$ cat config.mk
export PLATFORM = sky130hd
export DESIGN_NAME = program_loader
export DESIGN_NICKNAME = d
export VERILOG_FILES = /design/src/rtl/program_loader.sv
export SDC_FILE = /design/constraint.sdc
export NUM_CORES = 1
export LEC_CHECK = 0
export CORE_MARGIN = 2
export CORE_UTILIZATION = 45
export DETAILED_ROUTE_END_ITERATION = 16
export PLACE_DENSITY = 0.77
export SLEW_MARGIN = 20
export SYNTH_ARGS = -nofsm -noshare
export SYNTH_HDL_FRONTEND = slang
export SYNTH_SLANG_ARGS = --single-unit
$ cat constraint.sdc
create_clock -name clk -period 3.1 [get_ports clk]
set_input_delay 0.465 -clock clk [delete_from_list [all_inputs] [get_ports clk]]
set_output_delay 0.465 -clock clk [all_outputs]
set_load 0.02 [all_outputs]
$ cat src/rtl/program_loader.sv
// program_loader: framed byte-stream boot loader that fills program memory and then releases the core
module program_loader #(
  parameter int ADDR_W = 8,
  parameter logic [7:0] SYNC_BYTE = 8'hA5
) (
  input  logic              clk,
  input  logic              rst,
  input  logic              start,
  input  logic              in_valid,
  input  logic [7:0]        in_data,
  output logic              in_ready,
  output logic              mem_we,
  output logic [ADDR_W-1:0] mem_addr,
  output logic [31:0]       mem_wdata,
  output logic              cpu_hold,
  output logic              done,
  output logic              error
);
  localparam logic [2:0] IDLE = 3'd0;
  localparam logic [2:0] LEN0 = 3'd1;
  localparam logic [2:0] LEN1 = 3'd2;
  localparam logic [2:0] DATA = 3'd3;
  localparam logic [2:0] CSUM = 3'd4;
  localparam logic [2:0] DONE = 3'd5;
  localparam logic [2:0] ERR  = 3'd6;
  localparam logic [16:0] DEPTH = 17'd1 << ADDR_W;
  logic [2:0]  state;
  logic [1:0]  byte_cnt;
  logic [15:0] word_cnt;
  logic [15:0] len;
  logic [7:0]  csum;
  logic [31:0] word;
  logic        acc;
  assign in_ready = state != DONE && state != ERR;
  assign cpu_hold = state != DONE;
  assign done     = state == DONE;
  assign error    = state == ERR;
  assign acc      = in_valid && in_ready;
  // frame parser: header, little-endian word assembly with one-cycle write strobe, checksum verdict
  always_ff @(posedge clk) begin
    mem_we <= 1'b0;
    if (!rst) begin
      state     <= IDLE;
      byte_cnt  <= '0;
      word_cnt  <= '0;
      len       <= '0;
      csum      <= '0;
      word      <= '0;
      mem_addr  <= '0;
      mem_wdata <= '0;
    end else if ((state == DONE || state == ERR) && start) begin
      state    <= IDLE;
      byte_cnt <= '0;
      word_cnt <= '0;
      len      <= '0;
      csum     <= '0;
      word     <= '0;
    end else if (acc) begin
      case (state)
        IDLE: state <= in_data == SYNC_BYTE ? LEN0 : IDLE;
        LEN0: begin
          len[7:0] <= in_data;
          state    <= LEN1;
        end
        LEN1: begin
          len[15:8] <= in_data;
          state     <= {1'b0, in_data, len[7:0]} > DEPTH ? ERR :
                       {in_data, len[7:0]} == 16'd0 ? CSUM : DATA;
        end
        DATA: begin
          word[{byte_cnt, 3'b000} +: 8] <= in_data;
          csum     <= csum ^ in_data;
          byte_cnt <= byte_cnt + 2'd1;
          if (byte_cnt == 2'd3) begin
            mem_we    <= 1'b1;
            mem_addr  <= word_cnt[ADDR_W-1:0];
            mem_wdata <= {in_data, word[23:0]};
            word_cnt  <= word_cnt + 16'd1;
            if (word_cnt + 16'd1 == len) state <= CSUM;
          end
        end
        CSUM: state <= in_data == csum ? DONE : ERR;
        default: state <= state;
      endcase
    end
  end
endmodule

==> tab_implementation.tex <==
\begin{tabular}{lr}
\hline
Metric & Value \\
\hline
\multicolumn{2}{l}{\textbf{Status}} \\
Run status & finished, final reports clean \\
\multicolumn{2}{l}{\textbf{CTS}} \\
Clock Tree Buf Depth & 2 \\
CTS Hold Bufs & 0 \\
Number of buffers inserted during clock tree synthesis & 9 \\
Number of sinks on the clock net & 110 \\
Clock Root Buffer & clkbuf\_8 \\
\# H-tree levels & 3 \\
Clock tree from TritonCTS & done \\
Clock latency at the later pin of the worst-skew pair & 0.38 ns \\
PostCTS Resize Cnt & 0 \\
CTS clock-pin slew for the worst setup and hold paths & 0.11 ns \\
Number of buffers added for setup after CTS & 0 \\
\multicolumn{2}{l}{\textbf{Global routing}} \\
Antenna violations before repair & 0 \\
Vias in the first global route & 4127 \\
Maximum number of pins on one net before global-route repair & 43 \\
Wire length of the first global-routing pass & 19800 µm \\
Overflow left after global routing & 0 \\
GRT Overall Usage & 0.209 \\
\multicolumn{2}{l}{\textbf{STA}} \\
Unrepaired setup endpoints after global routing & false \\
Final worst path period need & 2.75 ns \\
Summed negative setup slack over all endpoints & 0 ns \\
Fin. max-slew vios & 0 \\
Layout Skew & 0.00973 ns \\
Final Hold Viols & 0 \\
Final Setup Violations & 0 \\
Post-route fraction of the period consumed by the critical path & 0.887 \\
Worst slew margin & 0.398 \\
Highest attainable clock frequency & 364 MHz \\
Actual transition at the worst max-transition pin & 0.900 ns \\
\multicolumn{2}{l}{\textbf{Flow run}} \\
Maxcap violations & 0 \\
\multicolumn{2}{l}{\textbf{Setup path}} \\
Worst Path Max Fanout & 10 \\
Startpoint kind of the worst setup timing path & register \\
Worst path required time & 3.36 ns \\
Register-to-Register Setup Slack & 0.35 ns \\
Critical path data arrival time & 3.00 ns \\
Worst R2R Path Depth & 8 \\
End of the worst register-to-register path & state[1] \\
Worst setup path category & register to register \\
CP endpoint kind & register \\
Setup crit start & word\_cnt[0] \\
Launch instance of the worst register-to-register path & word\_cnt[0] \\
\multicolumn{2}{l}{\textbf{Synth}} \\
Post-synth EDFFs & 0 \\
Count of different cell masters after synthesis & 56 \\
Average instance area after synthesis & 8.19 µm² \\
Seq cells post-synth & 110 \\
Net count after synthesis & 635 \\
FFs w/ async S/R, synth & 0 \\
Most common flop cell mapped by yosys & dfxtp\_1 \\
Mapped Cells & 617 \\
Total standard cell area after synthesis & 5050 µm² \\
Sequential area share after synthesis & 0.436 \\
Synth warnings & 0 \\
\multicolumn{2}{l}{\textbf{Pwr}} \\
Total internal power & 1.83 mW \\
Maximum resistive drop on vdd & 0.241 mV \\
Combinational share of power & 0.068 \\
Clock power frac & 0.351 \\
Static power due to leakage & 1.92 nW \\
Switching share of power & 0.262 \\
Net switching power & 0.650 mW \\
Power density over cell area & 421 nW/µm² \\
Power share of the sequential group & 0.581 \\
\multicolumn{2}{l}{\textbf{Placed design}} \\
Dpl cell area & 5680 µm² \\
Placer's final routability congestion estimate & 0.926 \\
Sum of net half-perimeters after detailed placement & 8420 µm \\
Count of input and output buffers & 56 \\
\multicolumn{2}{l}{\textbf{Routing}} \\
Total via count after detailed routing & 4276 \\
Average vias per placed instance & 5.41 \\
Count of TritonRoute iterations in the first routing pass & 5 \\
Antenna Violating Nets Remaining & 0 \\
Average routed wire per standard cell & 15.2 µm \\
Total routed wirelength & 12000 µm \\
DRC violation count after routing & 0 \\
Initial detailed-routing violation count & 179 \\
\multicolumn{2}{l}{\textbf{Die}} \\
Number of rows in the core area & 38 \\
Initial Utilization & 0.464 \\
Horiz. Die Dim & 110 µm \\
Y dimension of the die & 110 µm \\
Ports placed on the boundary & 57 \\
Floorplan die area & 12100 µm² \\
Core Area & 10900 µm² \\
\multicolumn{2}{l}{\textbf{Cells and area}} \\
Number of nets in the layout & 664 \\
Area delta synth->final & 16.4\% \\
Post-route cell area & 5890 µm² \\
Layout fillers & 993 \\
Multi-input gate area in the final layout & 2620 µm² \\
Area of all sequential standard cells & 2200 µm² \\
Proportion of layout cells with a drive suffix above 1 & 0.0614 \\
Antenna cell count & 0 \\
\multicolumn{2}{l}{\textbf{Min path}} \\
Hold Startpoint & word[3] \\
Type of the tightest min-delay check & register to register \\
Worst-case hold path end point & word[3] \\
Number of cells traversed by the worst hold path & 2 \\
\hline
\end{tabular}
final cells by class:
class | count | area share
clock inverter | 6 | 0.0115
clock buffer | 10 | 0.0234
tap | 140 | 0.0298
inverter | 5 | 0.00319
timing repair buffer | 67 | 0.114
multi-input combinational | 453 | 0.445
sequential | 110 | 0.374
flip-flops by register name (all words and copies together) (netlist names):
name,count
word_cnt,16
word,24
byte_cnt,2
mem_addr,8
len,16
mem_we,1
state,3
csum,8
mem_wdata,32
logic make-up after synthesis:
| group | after synthesis | share of synthesized area |
|---|---|---|
| DFF | 110 | 0.436 |
| and+or+nand+nor | 279 | 0.253 |
| muxes | 12 | 0.0238 |
| xor gates and xnor gates | 48 | 0.0832 |
| buffers and inverters | 54 | 0.0473 |
| AOI/OAI and AO/OA | 108 | 0.142 |
| adders and majority gates | 6 | 0.0149 |
routing by layer:
metal / wire (µm) / part of all wire / vias to the layer above / global-route usage
li1: - / - / 2120 / -
met1: 5480 / 0.46 / 2006 / 0.282
met2: 5720 / 0.48 / 130 / 0.334
met3: 625 / 0.052 / 20 / 0.0400
met4: 195 / 0.016 / 0 / 0.0741
met5: 0 / 0 / - / 0
Yosys cell counts (4+ instances only):
library cell | number | area share
nand2_1 | 151 | 0.11
dfxtp_1 | 110 | 0.44
a21boi_0 | 41 | 0.061
a21oi_1 | 41 | 0.041
nor2_1 | 39 | 0.029
nand3_1 | 36 | 0.036
clkbuf_1 | 24 | 0.018
xnor2_1 | 24 | 0.042
xor2_1 | 24 | 0.042
buf_2 | 13 | 0.013
mux2i_1 | 12 | 0.024
nand4_1 | 10 | 0.012
and2_1 | 8 | 0.0099
buf_1 | 8 | 0.0059
ha_1 | 6 | 0.015
o21ai_0 | 6 | 0.0059
and3_1 | 5 | 0.0062
inv_1 | 5 | 0.0037
nor2b_1 | 4 | 0.0049
nor4_1 | 4 | 0.0049
cells in the final DEF (no fill, tap or decap), types with 2 or more instances in the layout:
| cell type | instances |
|---|---|
| a21boi_0 | 41 |
| a21oi_1 | 41 |
| and2_1 | 8 |
| and3_1 | 5 |
| and4_1 | 2 |
| buf_12 | 2 |
| buf_4 | 9 |
| clkbuf_8 | 10 |
| clkdlybuf4s50_1 | 56 |
| clkinv_8 | 2 |
| clkinvlp_4 | 2 |
| dfxtp_1 | 110 |
| ha_1 | 6 |
| inv_1 | 5 |
| mux2i_1 | 12 |
| nand2_1 | 150 |
| nand3_1 | 36 |
| nand4_1 | 10 |
| nor2_1 | 39 |
| nor2b_1 | 4 |
| nor3b_1 | 3 |
| nor4_1 | 4 |
| o2111ai_1 | 2 |
| o211ai_1 | 3 |
| o21ai_0 | 6 |
| o22ai_1 | 2 |
| or3_1 | 2 |
| or4_1 | 2 |
| xnor2_1 | 24 |
| xor2_1 | 24 |
how the worst max path moves through the flow:
stage / endpoint / slack [ns] / depth (start not counted)
global placement: state[1] / 0.52 / 8
detailed placement: state[1] / 0.43 / 8
CTS: state[1] / 0.40 / 8
floorplan: state[1] / 0.92 / 9
global route: state[1] / 0.24 / 8
finish: state[1] / 0.35 / 8
per-stage QoR:
stage | std cells | setup slack [ns] | utilization | hold WS [ns] | power, mW
after floorplan | 617 | 0.921 | - | 0.432 | 1.58
after global placement | 775 | 0.522 | 0.522 | 0.442 | 1.63
after detailed placement | 775 | 0.428 | 0.522 | 0.446 | 1.64
after CTS | 791 | 0.402 | 0.541 | 0.464 | 2.50
after global routing | 791 | 0.237 | 0.541 | 0.486 | 2.57
final | 791 | 0.351 | 0.541 | 0.464 | 2.48
worst max-delay path, cell delays in order, from the launching register on:
cell,delay (ns)
dfxtp_1,0.52
ha_1,0.27
and3_1,0.40
a31oi_1,0.16
a2111oi_2,0.37
nand4_1,0.21
nor4_4,0.39
o221a_2,0.25
nor3_2,0.04
power groups by stage:
stage                     Combinational (mW)  Sequential (mW)  Clock [mW]
final                                  0.170             1.44       0.870
after global routing                   0.185             1.44       0.943
after CTS                              0.170             1.44       0.889
after detailed placement               0.169             1.47           0
after global placement                 0.164             1.47           0
after floorplan                        0.122             1.46           0
(Power assumes the default switching activity.)
==> RTL edit: new RTL, same settings <==
Change the parameter `ADDR_W` from 8 to 10.
--- a/src/rtl/program_loader.sv
+++ b/src/rtl/program_loader.sv
@@ -1,6 +1,6 @@
 // program_loader: framed byte-stream boot loader that fills program memory and then releases the core
 module program_loader #(
-  parameter int ADDR_W = 8,
+  parameter int ADDR_W = 10,
   parameter logic [7:0] SYNC_BYTE = 8'hA5
 ) (
   input  logic              clk,
Ports: changed (resized mem_addr); port bits go from 57 to 59. No check against the original RTL was run, so the function may have changed too.
==> RTL edit against the unedited design <==
- final area up 2.9%
- combinational power down 26%
- power up 7.8%
- routed wire length up 1.2%
- count of clock-buffer cells in the layout down 1
- area after synthesis up 0.87%
- maximum frequency up 6.8%
- setup slack better by 0.17 ns
- sequential cell count up 2
- synthesized cell count up 3.7%
- non-clock buffer count up 8
==> RTL edit: results (changes against the unedited design) <==
| Item | This run | Unit | Delta |
|:---|:---|:---|:---|
| Post-detailed-route wirelength per cell | 14.7 | um | was 15.2 um |
| Layout Skew | 0.00643 | ns | was 0.00973 ns |
| Largest stage delay on the critical path | 0.74 | ns | was 0.52 ns |
| Vias per inst | 5.45 | - | was 5.41 |
| Share of final-layout standard cells stronger than drive strength 1 | 5.69 | % | was 6.14% |
| Final nets | 699 | - | was 664 |
| Initial antenna violation count | 0 | - | unchanged |
| Count of input and output buffers | 58 | - | was 56 |
| DRC violation total after the first TritonRoute iteration | 352 | - | was 179 |
| Post-cts gate resize count | 0 | - | unchanged |
| Worst path slowest cell | sky130_fd_sc_hd__o41ai_1 | - | was sky130_fd_sc_hd__dfxtp_1 |
| Clock-pin slew on the worst setup and hold paths | 0.07 | ns | was 0.11 ns |
| Post-Synthesis Net Count | 658 | - | was 635 |
| Buffer cell driving the clock tree root | sky130_fd_sc_hd__clkbuf_16 | - | was sky130_fd_sc_hd__clkbuf_8 |
| Sequential share of the synthesized area | 44.0 | % | was 43.6% |
| Unique cell type count in the Yosys netlist | 47 | - | was 56 |
| Lkg Pwr | 2.02 | nW | was 1.92 nW |
| Number of iterations in the first detailed-routing pass | 7 | - | was 5 |
| Tot GR Track Use | 20.4 | % | was 20.9% |
| First-pass GRT wire length | 20,700 | um | was 19,800 um |
| Area contributors post-synth | sky130_fd_sc_hd__dfxtp_1 (44%), sky130_fd_sc_hd__nand2_1 (13%), sky130_fd_sc_hd__a21boi_0 (6.2%), sky130_fd_sc_hd__xor2_1 (5.3%), sky130_fd_sc_hd__a21oi_1 (4.9%) | - | was sky130_fd_sc_hd__dfxtp_1 (44%), sky130_fd_sc_hd__nand2_1 (11%), sky130_fd_sc_hd__a21boi_0 (6.1%), sky130_fd_sc_hd__xnor2_1 (4.2%), sky130_fd_sc_hd__xor2_1 (4.2%) |
| Biggest registers after layout | mem_wdata: 32 flops, word: 24 flops | - | unchanged |
| Fill cell instance count of the final layout | 982 | - | was 993 |
| VDD IR-drop max | 0.000257 | V | was 0.000241 V |
| Clk_lat worst skew | 0.35 | ns | was 0.38 ns |
| Gp weighted congestion | 0.943 | - | was 0.926 |
| WP data arrival | 2.78 | ns | was 3.00 ns |
| Hold Path Cell Cnt | 2 | - | unchanged |
| R2R cell count | 6 | - | was 8 |
| DP HPWL | 8560 | um | was 8420 um |
| Largest net degree at the start of global routing | 41 | - | was 43 |
| Ranking of synthesized cells by instance count | sky130_fd_sc_hd__nand2_1 (176), sky130_fd_sc_hd__dfxtp_1 (112), sky130_fd_sc_hd__a21oi_1 (50) | - | was sky130_fd_sc_hd__nand2_1 (151), sky130_fd_sc_hd__dfxtp_1 (110), sky130_fd_sc_hd__a21boi_0 (41), sky130_fd_sc_hd__a21oi_1 (41), sky130_fd_sc_hd__nor2_1 (39) |
| Result of the run | finished, final reports clean | - | unchanged |
| Tightest Pin Transition | 0.870 | ns | was 0.900 ns |
| Via count of the first global-routing pass | 4,427 | - | was 4,127 |
-- RTL edit: cell types whose count changed in the layout (fill, tap and decap cells not counted), moves of 8 or more --
cell | unedited run | this run
sky130_fd_sc_hd__mux2i_1 | 12 | 0
sky130_fd_sc_hd__clkbuf_8 | 10 | 0
sky130_fd_sc_hd__clkbuf_16 | 0 | 9
sky130_fd_sc_hd__a21oi_1 | 41 | 50
sky130_fd_sc_hd__nand2_1 | 150 | 175
sky130_fd_sc_hd__buf_4 | 9 | 17
-- RTL edit: report_power, final --
part / internal (mW) / switching [mW] / leakage, nW
clock network: 0.553 / 0.545 / 0.132
logic: 0.0486 / 0.0769 / 0.983
registers: 1.44 / 0.00794 / 0.902
total: 2.04 / 0.630 / 2.02
-- RTL edit: path summary, 6_finish.rpt --
| kind | from | to | slack (ns) |
|---|---|---|---|
| setup / recovery | word_cnt[2] | state[1] | 0.53 |
| hold reg to reg | word[3] | word[3] | 0.45 |
| hold / removal | word[3] | word[3] | 0.45 |
| setup reg to reg | word_cnt[2] | state[1] | 0.53 |
-- RTL edit: metal layers --
layer / vias up / track usage, % / wire length (um)
met3: 30 / 2.63 / 646
met1: 2095 / 26.3 / 5470
met4: 0 / 10.2 / 365
met5: - / 0 / 0
met2: 165 / 33.6 / 5680
li1: 2210 / - / -
-- RTL edit: stage by stage --
step           cell area, um^2  instances  setup WS [ns]
2_1_floorplan             5100        640          0.855
3_5_place_dp              5780        810          0.489
6_report                  6060        826          0.526
5_1_grt                   6060        826          0.432
3_3_place_gp              5780        810          0.527
4_1_cts                   6060        826          0.632
-- RTL edit: layout make-up --
class | count | area, um^2 | area share [%]
inverter | 6 | 22.5 | 0.372
sequential | 112 | 2240 | 37.0
clock inverter | 7 | 55.1 | 0.909
tap | 140 | 175 | 2.89
multi-input combinational | 477 | 2630 | 43.4
timing repair buffer | 75 | 708 | 11.7
clock buffer | 9 | 225 | 3.72
-- RTL edit: cell families after synthesis --
kind of cell | synth area share, %
flip-flops | 44.0
buffers and inverters | 4.54
adder cells (fa/ha/maj) | 1.47
AO/OA/AOI/OAI | 15.0
AND/OR/NAND/NOR | 26.4
XOR/XNOR | 8.59
-- RTL edit: critical path: cells and delay by family, from the launching register on --
kind             cells  cell delay, ns
AO/OA/AOI/OAI        3            1.03
flip-flops           1            0.53
AND/OR/NAND/NOR      3            0.86
